[src/rtl/core_mem_port.sv]
// ---------------------------------------------------------------------------
// core_mem_port
//
// Per-core initiator for the shared main-memory arbiter. Accepts one command
// at a time from the core (READ, WRITE, LOCK, UNLOCK). It runs either the
// arbiter request/grant/access handshake or the mutex lock/unlock handshake,
// and then returns a single-cycle response pulse.
//
// Every output comes from a register, so there is no combinational path from
// any input to any output. The registered outputs are loaded from the decoded
// next state. Each output is therefore aligned with the state it describes.
//
// Parameters
//   READ_LAT   : cycles mem_read is held after grant (1..4); main_mem_dat is
//                captured on the last of them
//   WAIT_LIMIT : wait cycles in REQ_*/LOCK/UNLOCK after which starve sets
//                (2..255)
//
// Ports
//   clk, reset          : clock; synchronous active-high reset
//   cmd_valid/op/adr/dat: core command (op 0=READ 1=WRITE 2=LOCK 3=UNLOCK)
//   cmd_ready           : high only in IDLE
//   rsp_valid, rsp_dat  : one-cycle completion pulse and read data
//   starve              : sticky, set when a wait reaches WAIT_LIMIT
//   mem_*_request       : arbitration requests
//   mem_read, mem_write : access strobes
//   mem_*_adr, mem_write_dat : latched address / write data
//   main_mem_dat        : shared read data bus
//   mem_ac              : this core's grant bit
//   lock_adr            : latched mutex index (cmd_adr[9:0])
//   lock_en, unlock_en  : mutex requests
//   lock_ac             : this core's lock/unlock acknowledge
// ---------------------------------------------------------------------------
module core_mem_port #(
  parameter int READ_LAT   = 1,
  parameter int WAIT_LIMIT = 64
) (
  input  logic        clk,
  input  logic        reset,
  input  logic        cmd_valid,
  input  logic [1:0]  cmd_op,
  input  logic [15:0] cmd_adr,
  input  logic [15:0] cmd_dat,
  output logic        cmd_ready,
  output logic        rsp_valid,
  output logic [15:0] rsp_dat,
  output logic        starve,
  output logic        mem_read_request,
  output logic        mem_write_request,
  output logic        mem_read,
  output logic        mem_write,
  output logic [15:0] mem_read_adr,
  output logic [15:0] mem_write_adr,
  output logic [15:0] mem_write_dat,
  input  logic [15:0] main_mem_dat,
  input  logic        mem_ac,
  output logic [9:0]  lock_adr,
  output logic        lock_en,
  output logic        unlock_en,
  input  logic        lock_ac
);

  typedef enum logic [2:0] {
    ST_IDLE   = 3'd0,
    ST_REQ_RD = 3'd1,
    ST_REQ_WR = 3'd2,
    ST_ACC_RD = 3'd3,
    ST_ACC_WR = 3'd4,
    ST_LOCK   = 3'd5,
    ST_UNLOCK = 3'd6,
    ST_RESP   = 3'd7
  } state_t;

  // Final value of the read-access counter. The counter starts at 0 on
  // entry to ACC_RD.
  localparam logic [2:0] LAT_LAST = 3'(READ_LAT - 1);
  localparam logic [7:0] WAIT_LIM = 8'(WAIT_LIMIT);

  // The wait counter saturates so a very long wait cannot wrap.
  function automatic logic [7:0] sat_inc8(input logic [7:0] v);
    if (v == 8'hFF) begin
      sat_inc8 = v;
    end else begin
      sat_inc8 = v + 8'd1;
    end
  endfunction

  state_t      r_state;
  state_t      w_state_nxt;
  logic [2:0]  r_lat_cnt;
  logic [2:0]  w_lat_nxt;
  logic [7:0]  r_wait_cnt;
  logic [7:0]  w_wait_nxt;
  logic        w_accept;
  logic        w_wait_clr;
  logic        w_wait_inc;
  logic        w_lat_clr;
  logic        w_lat_inc;
  logic        w_capture;
  logic        w_rsp_zero;

  logic        r_cmd_ready;
  logic        r_rsp_valid;
  logic [15:0] r_rsp_dat;
  logic        r_starve;
  logic        r_mem_read_request;
  logic        r_mem_write_request;
  logic        r_mem_read;
  logic        r_mem_write;
  logic [15:0] r_mem_read_adr;
  logic [15:0] r_mem_write_adr;
  logic [15:0] r_mem_write_dat;
  logic [9:0]  r_lock_adr;
  logic        r_lock_en;
  logic        r_unlock_en;

  // Next-state logic and per-cycle control strobes for the counters and the data path
  always_comb begin
    w_state_nxt = r_state;
    w_accept    = 1'b0;
    w_wait_clr  = 1'b0;
    w_wait_inc  = 1'b0;
    w_lat_clr   = 1'b0;
    w_lat_inc   = 1'b0;
    w_capture   = 1'b0;
    w_rsp_zero  = 1'b0;
    case (r_state)
      ST_IDLE: begin
        if (cmd_valid) begin
          // Every command enters a wait state, so the wait counter is
          // cleared at accept.
          w_accept   = 1'b1;
          w_wait_clr = 1'b1;
          case (cmd_op)
            2'd0:    w_state_nxt = ST_REQ_RD;
            2'd1:    w_state_nxt = ST_REQ_WR;
            2'd2:    w_state_nxt = ST_LOCK;
            default: w_state_nxt = ST_UNLOCK;
          endcase
        end else begin
          w_state_nxt = ST_IDLE;
        end
      end
      ST_REQ_RD: begin
        if (mem_ac) begin
          w_state_nxt = ST_ACC_RD;
          w_lat_clr   = 1'b1;
        end else begin
          w_wait_inc  = 1'b1;
        end
      end
      ST_REQ_WR: begin
        if (mem_ac) begin
          w_state_nxt = ST_ACC_WR;
        end else begin
          w_wait_inc  = 1'b1;
        end
      end
      ST_ACC_RD: begin
        if (r_lat_cnt == LAT_LAST) begin
          w_state_nxt = ST_RESP;
          w_capture   = 1'b1;
        end else begin
          w_lat_inc   = 1'b1;
        end
      end
      ST_ACC_WR: begin
        w_state_nxt = ST_RESP;
        w_rsp_zero  = 1'b1;
      end
      ST_LOCK, ST_UNLOCK: begin
        if (lock_ac) begin
          w_state_nxt = ST_RESP;
          w_rsp_zero  = 1'b1;
        end else begin
          w_wait_inc  = 1'b1;
        end
      end
      ST_RESP: begin
        w_state_nxt = ST_IDLE;
      end
      default: begin
        w_state_nxt = ST_IDLE;
      end
    endcase
  end

  // Next values of the read-latency counter and the wait counter
  always_comb begin
    w_lat_nxt  = r_lat_cnt;
    w_wait_nxt = r_wait_cnt;
    if (w_lat_clr) begin
      w_lat_nxt = 3'd0;
    end else if (w_lat_inc) begin
      w_lat_nxt = r_lat_cnt + 3'd1;
    end else begin
      w_lat_nxt = r_lat_cnt;
    end
    if (w_wait_clr) begin
      w_wait_nxt = 8'd0;
    end else if (w_wait_inc) begin
      w_wait_nxt = sat_inc8(r_wait_cnt);
    end else begin
      w_wait_nxt = r_wait_cnt;
    end
  end

  // State register and counters
  always_ff @(posedge clk) begin
    if (reset) begin
      r_state    <= ST_IDLE;
      r_lat_cnt  <= 3'd0;
      r_wait_cnt <= 8'd0;
    end else begin
      r_state    <= w_state_nxt;
      r_lat_cnt  <= w_lat_nxt;
      r_wait_cnt <= w_wait_nxt;
    end
  end

  // Handshake outputs, decoded from the next state so they line up with it
  always_ff @(posedge clk) begin
    if (reset) begin
      r_cmd_ready         <= 1'b1;
      r_rsp_valid         <= 1'b0;
      r_mem_read_request  <= 1'b0;
      r_mem_write_request <= 1'b0;
      r_mem_read          <= 1'b0;
      r_mem_write         <= 1'b0;
      r_lock_en           <= 1'b0;
      r_unlock_en         <= 1'b0;
    end else begin
      r_cmd_ready         <= (w_state_nxt == ST_IDLE);
      r_rsp_valid         <= (w_state_nxt == ST_RESP);
      r_mem_read_request  <= (w_state_nxt == ST_REQ_RD);
      r_mem_write_request <= (w_state_nxt == ST_REQ_WR);
      r_mem_read          <= (w_state_nxt == ST_ACC_RD);
      r_mem_write         <= (w_state_nxt == ST_ACC_WR);
      r_lock_en           <= (w_state_nxt == ST_LOCK);
      r_unlock_en         <= (w_state_nxt == ST_UNLOCK);
    end
  end

  // Sticky starvation flag: set on the edge at which the wait count reaches the limit
  always_ff @(posedge clk) begin
    if (reset) begin
      r_starve <= 1'b0;
    end else if (w_wait_inc && (w_wait_nxt == WAIT_LIM)) begin
      r_starve <= 1'b1;
    end else begin
      r_starve <= r_starve;
    end
  end

  // Command latches: updated on the accept edge and held until the next accept
  always_ff @(posedge clk) begin
    if (reset) begin
      r_mem_read_adr  <= 16'd0;
      r_mem_write_adr <= 16'd0;
      r_mem_write_dat <= 16'd0;
      r_lock_adr      <= 10'd0;
    end else if (w_accept) begin
      r_mem_read_adr  <= cmd_adr;
      r_mem_write_adr <= cmd_adr;
      r_mem_write_dat <= cmd_dat;
      r_lock_adr      <= cmd_adr[9:0];
    end else begin
      r_mem_read_adr  <= r_mem_read_adr;
      r_mem_write_adr <= r_mem_write_adr;
      r_mem_write_dat <= r_mem_write_dat;
      r_lock_adr      <= r_lock_adr;
    end
  end

  // Response data: read data is captured when the last access cycle ends;
  // other ops write 0 when they enter RESP; otherwise the value holds.
  always_ff @(posedge clk) begin
    if (reset) begin
      r_rsp_dat <= 16'd0;
    end else if (w_capture) begin
      r_rsp_dat <= main_mem_dat;
    end else if (w_rsp_zero) begin
      r_rsp_dat <= 16'd0;
    end else begin
      r_rsp_dat <= r_rsp_dat;
    end
  end

  assign cmd_ready         = r_cmd_ready;
  assign rsp_valid         = r_rsp_valid;
  assign rsp_dat           = r_rsp_dat;
  assign starve            = r_starve;
  assign mem_read_request  = r_mem_read_request;
  assign mem_write_request = r_mem_write_request;
  assign mem_read          = r_mem_read;
  assign mem_write         = r_mem_write;
  assign mem_read_adr      = r_mem_read_adr;
  assign mem_write_adr     = r_mem_write_adr;
  assign mem_write_dat     = r_mem_write_dat;
  assign lock_adr          = r_lock_adr;
  assign lock_en           = r_lock_en;
  assign unlock_en         = r_unlock_en;

endmodule

[config.mk]
export PLATFORM = sky130hd
export DESIGN_NAME = core_mem_port
export DESIGN_NICKNAME = d
export VERILOG_FILES = /design/src/rtl/core_mem_port.sv
export SDC_FILE = /design/constraint.sdc
export NUM_CORES = 1
export LEC_CHECK = 0
export ABC_CLOCK_PERIOD_IN_PS = 1850
export CELL_PAD_IN_SITES_DETAIL_PLACEMENT = 0
export CELL_PAD_IN_SITES_GLOBAL_PLACEMENT = 1
export CORE_MARGIN = 3
export CORE_UTILIZATION = 29
export CTS_CLUSTER_SIZE = 28
export DETAILED_ROUTE_END_ITERATION = 8
export HOLD_SLACK_MARGIN = 0.12
export PLACE_DENSITY = 0.91
export REMOVE_ABC_BUFFERS = 1
export SYNTH_ARGS = -nofsm -noshare
export SYNTH_HDL_FRONTEND = slang
export SYNTH_SLANG_ARGS = --single-unit
[constraint.sdc]
create_clock -name clk -period 1.85 [get_ports clk]
set_input_delay 0.185 -clock clk [delete_from_list [all_inputs] [get_ports clk]]
set_output_delay 0.185 -clock clk [all_outputs]
set_load 0.05 [all_outputs]
==> After elaboration in Yosys (flattened, before gate mapping) <==
Index checks and enable logic that the tools add are counted.
{ "word_totals": {"regBits": 81, "input_bits": 55, "output_inout_bits": 83, "wordCells": 70} }
{ "classes": {"add_sub_neg": 2, "eq_ne": 18, "mux": 25, "n_reduce_logical": 9} }
{ "op_table": {"columns": ["operator", "count"], "rows": [
  ["$mux W16", 2],
  ["$eq A3 B3 Y1 const B", 8],
  ["$mux W8", 3],
  ["$pmux W3 S7", 1],
  ["$mux W3", 5],
  ["$eq A3 B2 Y1 const B", 4],
  ["$mux W1", 11],
  ["$logic_not A3 Y1", 3],
  ["$pmux W3 S3", 1],
  ["$add A8 B1 Y8 const B", 1],
  ["$eq A8 B7 Y1 const B", 1],
  ["$eq A8 B8 Y1 const B", 1],
  ["$eq A3 B1 Y1 const B", 2],
  ["$reduce_or A2 Y1", 3],
  ["$pmux W1 S2", 2],
  ["$add A3 B1 Y3 const B", 1],
  ["$eq A2 B1 Y1 const B", 1],
  ["$eq A2 B2 Y1 const B", 1],
  ["$logic_not A2 Y1", 1],
  ["$reduce_bool A2 Y1", 1],
  ["$logic_and A1 B1 Y1", 1]
]} }

==> Longest topological paths before layout <==
{ "logic_depth": {"ltp_word": 7, "mapped_depth": 8, "depth_no_buf": 7} }

==> Worst setup path after synthesis <==
Ideal clock, no wire load.
{ "synth_path": {"path_type": "reg2reg", "start": "reg r_state[2]", "end": "reg r_starve, in the netlist starve", "setup_time_ns": 0.123, "arrival_ns": 1.502, "t_required_ns": 1.727, "path_slack_ns": 0.225, "stages_incl_launch_ff": 7, "n_path_buf": 1, "period_less_slack_ns": 1.625, "path_cell_list": "dfxtp_1 -> buf_4 -> mux2i_4 -> o211ai_4 -> or4_1 -> a21oi_1 -> o31ai_1"} }
{ "synth_via": {"elab_chain_cells": 7, "elab_cells_between_ends": 13, "classes_between": "5 x eq/ne; 4 x mux; 4 x reduce/logical"} }
{ "synth_rtl": {"columns": ["item", "line", "source"], "rows": [
  ["start: declaration", "88", "state_t r_state;"],
  ["start signal: assignment", "215", "r_state <= w_state_nxt;"],
  ["$eq A3 B3 Y1 (tied with other cells)", "127", "case (r_state)"],
  ["$reduce_or A2 Y1 (on tied branches)", null, null],
  ["$pmux W1 S2", "127", null],
  ["$mux W8", "201", "end else if (w_wait_inc) begin"],
  ["$mux W8", "199", "if (w_wait_clr) begin"],
  ["$eq A8 B7 Y1", "248", "end else if (w_wait_inc && (w_wait_nxt == WAIT_LIM)) begin"],
  ["$logic_and A1 B1 Y1 (*)", "248", null],
  ["end signal: assignment", "251", "r_starve <= r_starve;"],
  ["end: declaration", "105", "logic r_starve;"]
]} }
Every way passes the cells marked *; elsewhere a longest branch is shown, timed or not.
A chain may end at the register's enable or synchronous reset.

==> Final worst setup path <==
{ "layout_path": {"start": "reg r_mem_write_adr[3], in the netlist mem_write_adr[3]", "end": "out mem_write_adr[3]"} }
{ "layout_rtl": {"columns": ["item", "line", "source"], "rows": [
  ["start: declaration", "111", "logic [15:0] r_mem_write_adr;"],
  ["start signal: assignment", "264", "r_mem_write_adr <= cmd_adr;"],
  ["start signal: assignment", "269", "r_mem_write_adr <= r_mem_write_adr;"],
  ["end: declaration", "53", "output logic [15:0] mem_write_adr,"]
]} }
No word-level cell between the ends.

==> summary.md <==
| Metric | Value |
|---|---|
| Status | `finished clean` |
| Drt wl/cell | `13.14 um` |
| Inst Count DP | `617` |
| Logic pwr share | `0.384` |
| Total net switching power | `1.699 mW` |
| First-pass GRT wire length | `13.10 mm` |
| CP max-delay cell | `clkdlybuf4s50_1` |
| Total chip power | `4.604 mW` |
| Synth area leaders | `dfxtp_1, nand2_1, a21oi_1, buf_4, o21ai_0` |
| Gate Count Post-Synth | `369` |
| GP Congestion | `0.8245` |
| Power per Cell Area | `977.0 mW/mm^2` |
| Detailed Place HPWL | `6.180 mm` |
| Num CTS Buffers | `9` |
| Final net count | `553` |
| Chip Height | `108.8 um` |
| Fin crit period | `1.713 ns` |
| Via density | `4.630` |
| Sequential area share after synthesis | `0.4641` |
| Synth top area share | `0.4641` |
| Fin Setup TNS | `0 ns` |
| Fmax | `0.5837 GHz` |
| Synth unique cells | `43` |
| Initial DRC Count | `143` |
| Crit path max-delay family | `buffers and inverters` |
| Post-Layout Inst Area | `0.004712 sq mm` |
| Internal | `2.905 mW` |
| CP required | `1.66 ns` |
| Final worst slack | `0.1369 ns` |
| Max IR drop VDD | `0.0005211 V` |
| Vias | `2917` |
| Period utilization | `0.9260` |
| GRT Resource Usage Total | `0.1375` |
| Mean Syn Cell Area | `8.301 sq um` |
| Post-Route WL | `8.276 mm` |
| Max H-tree Level | `3` |
| Leading area contributor after synthesis | `dfxtp_1` |
| Largest net degree at the start of global routing | `31` |
| Gr ovfl total | `0` |
| Clk Latency, worst-skew pair | `0.32 ns` |
| Setup WS pre-CTS | `-0.3748 ns` |
| Least-Margin Pin Slew | `0.5941 ns` |
| Pre-antenna DRT Iters | `4` |
| CTS tree | `yes` |
| Post-layout util | `0.4712` |
| Die X-Extent | `108.8 um` |
| Root Driver | `clkbuf_8` |
| Setup Skew | `0.005183 ns` |
| Post-DP Area | `0.004504 sq mm` |
| Die area | `0.01183 sq mm` |
| Clk buf depth | `2` |
| Sequential share of power | `0.381` |
| CP bufs+invs | `1` |
| Hold Vio Cnt, Final | `0` |
| Top Ports | `138` |
| Final setup vio count | `0` |
| Mapped cell area | `0.003063 sq mm` |
| YS warnings | `0` |
| Rows | `36` |
| Hold WS | `0.2797 ns` |
| Worst slew margin | `0.6039` |
| Post-route ant nets | `0` |
| Antenna fix cells | `0` |
| CP Class | `reg2out` |
| Post-synthesis register bit count | `71` |
| RSZ-0062 raised after global routing | `no` |
| Share of cells above drive strength 1 | `0.1107` |
| Tightest Hold Check Type | `in2reg` |
| Clock Pin Slew Worst Setup and Hold Paths | `0.07 ns` |
| Buffers on Ports | `137` |
| CP max FO | `4` |
| Sw frac | `0.3691` |
| Slew Limit Fails | `0` |
| Clock power share | `0.235` |
| MaxCap Viol Count | `0` |
| Sink Count | `71` |
| Crit start category | `register` |
| Layout overhead on the synthesized area | `53.84%` |
| Max incr delay on CP | `0.83 ns` |
| Vias in the first global route | `2825` |
| Initial Utilization | `0.3063` |
| Critical path data arrival time | `1.53 ns` |
| Critical Path Sink Type | `output pin` |
| DR DRC count | `0` |
| Leak | `1.725 nW` |
| Worst path cell trace | `clkdlybuf4s50_1` |
| Initial antenna violation count | `0` |
| Non-filler cells, final | `630` |
| Core Region | `0.01000 sq mm` |
## layer usage
metal,up-vias,part of all wire,track usage
met5,-,0,0
met4,0,0.0057,0.03697
met3,7,0.10,0.05506
met1,1321,0.41,0.1547
li1,1459,-,-
met2,130,0.48,0.2410
## power groups by stage
stage | clock network, mW | registers [mW] | logic, mW
detailed placement | 0 | 1.78 | 1.75
floorplan | 0 | 2.38 | 0.394
global placement | 0 | 1.78 | 1.73
CTS | 1.14 | 1.75 | 1.77
global route | 1.20 | 1.77 | 1.88
finish | 1.08 | 1.75 | 1.77
## cells by family (layout without fill, tap and decap cells)
logic type                 count (synthesis)  in the layout  synth area share
and+or+nand+nor                          141            141            0.2079
AOI/OAI and AO/OA                         88             88            0.1687
DFF                                       71             71            0.4641
buffers and inverters                     56            184            0.1062
xor gates and xnor gates                   5              5           0.02043
muxes                                      5              5           0.02042
adders and majority gates                  3              3           0.01226
## synth_stat cells (all sizes together)
cell type and n:
and2b 1, a21boi 1, o31ai 3, o32ai 1, a31oi 1, mux2i 5
and4 2, nor2 21, a311o 1, o21ai 19, a21oi 53, buf 29
and3 7, o2bb2ai 1, nand3b 2, and2 1, nand2 85, inv 7
o211ai 1, nand2b 4, nor3b 1, nor4b 1, ha 3, or4 1
xnor2 3, or2 1, dfxtp 71, a211oi 2, xor2 2, nor2b 2
or3 3, a31o 2, clkbuf 20, o2111ai 2, nand3 4, a41oi 1
nand4 1, nor3 4
## cell usage in the layout, fill, tap and decap left out, types with 3 or more instances in the layout
master / count
nor3_1: 4
inv_1: 7
o21ai_0: 19
dfxtp_1: 69
nand3_1: 4
o31ai_1: 3
or3_1: 3
nor2_1: 21
buf_4: 25
clkbuf_8: 12
a21oi_1: 52
mux2i_1: 4
nand2_1: 85
xnor2_1: 3
clkdlybuf4s50_1: 136
and3_1: 7
nand2b_1: 4
## final timing paths
path              cells after the start  slack [ns]                to              from
setup / recovery                      1        0.14  mem_write_adr[3]  mem_write_adr[3]
hold / removal                        3        0.28     r_wait_cnt[6]             reset
setup reg to reg                      6        0.14         rsp_valid        r_state[1]
hold reg to reg                       2        0.45  mem_write_dat[4]  mem_write_dat[4]
## cell type report
class / count / area (sq um)
inverters: 7 / 26.28
fillers: 987 / 5288
clock inverters: 1 / 5.005
flip-flops and latches: 71 / 1424
clock buffers: 12 / 165.2
repair buffers: 164 / 1577
well taps: 133 / 166.4
multi-input cells: 242 / 1349
## sequential cells by signal, indices dropped and copies added (netlist names)
name	flops
cmd_ready	1
lock_en	1
mem_read	1
mem_read_request	1
mem_write	1
mem_write_adr	16
mem_write_dat	16
mem_write_request	1
r_lat_cnt	3
r_state	3
r_wait_cnt	8
rsp_dat	16
rsp_valid	1
starve	1
unlock_en	1
## what timing repair did
action | CTS | global route
gates resized for setup | 1 | 7
pin swaps | 0 | 0
buffers inserted | 0 | 0
hold buffers | 0 | 0
setup endpoints to repair | 3 | 19
No activity file was read; power rests on OpenSTA's default activity.
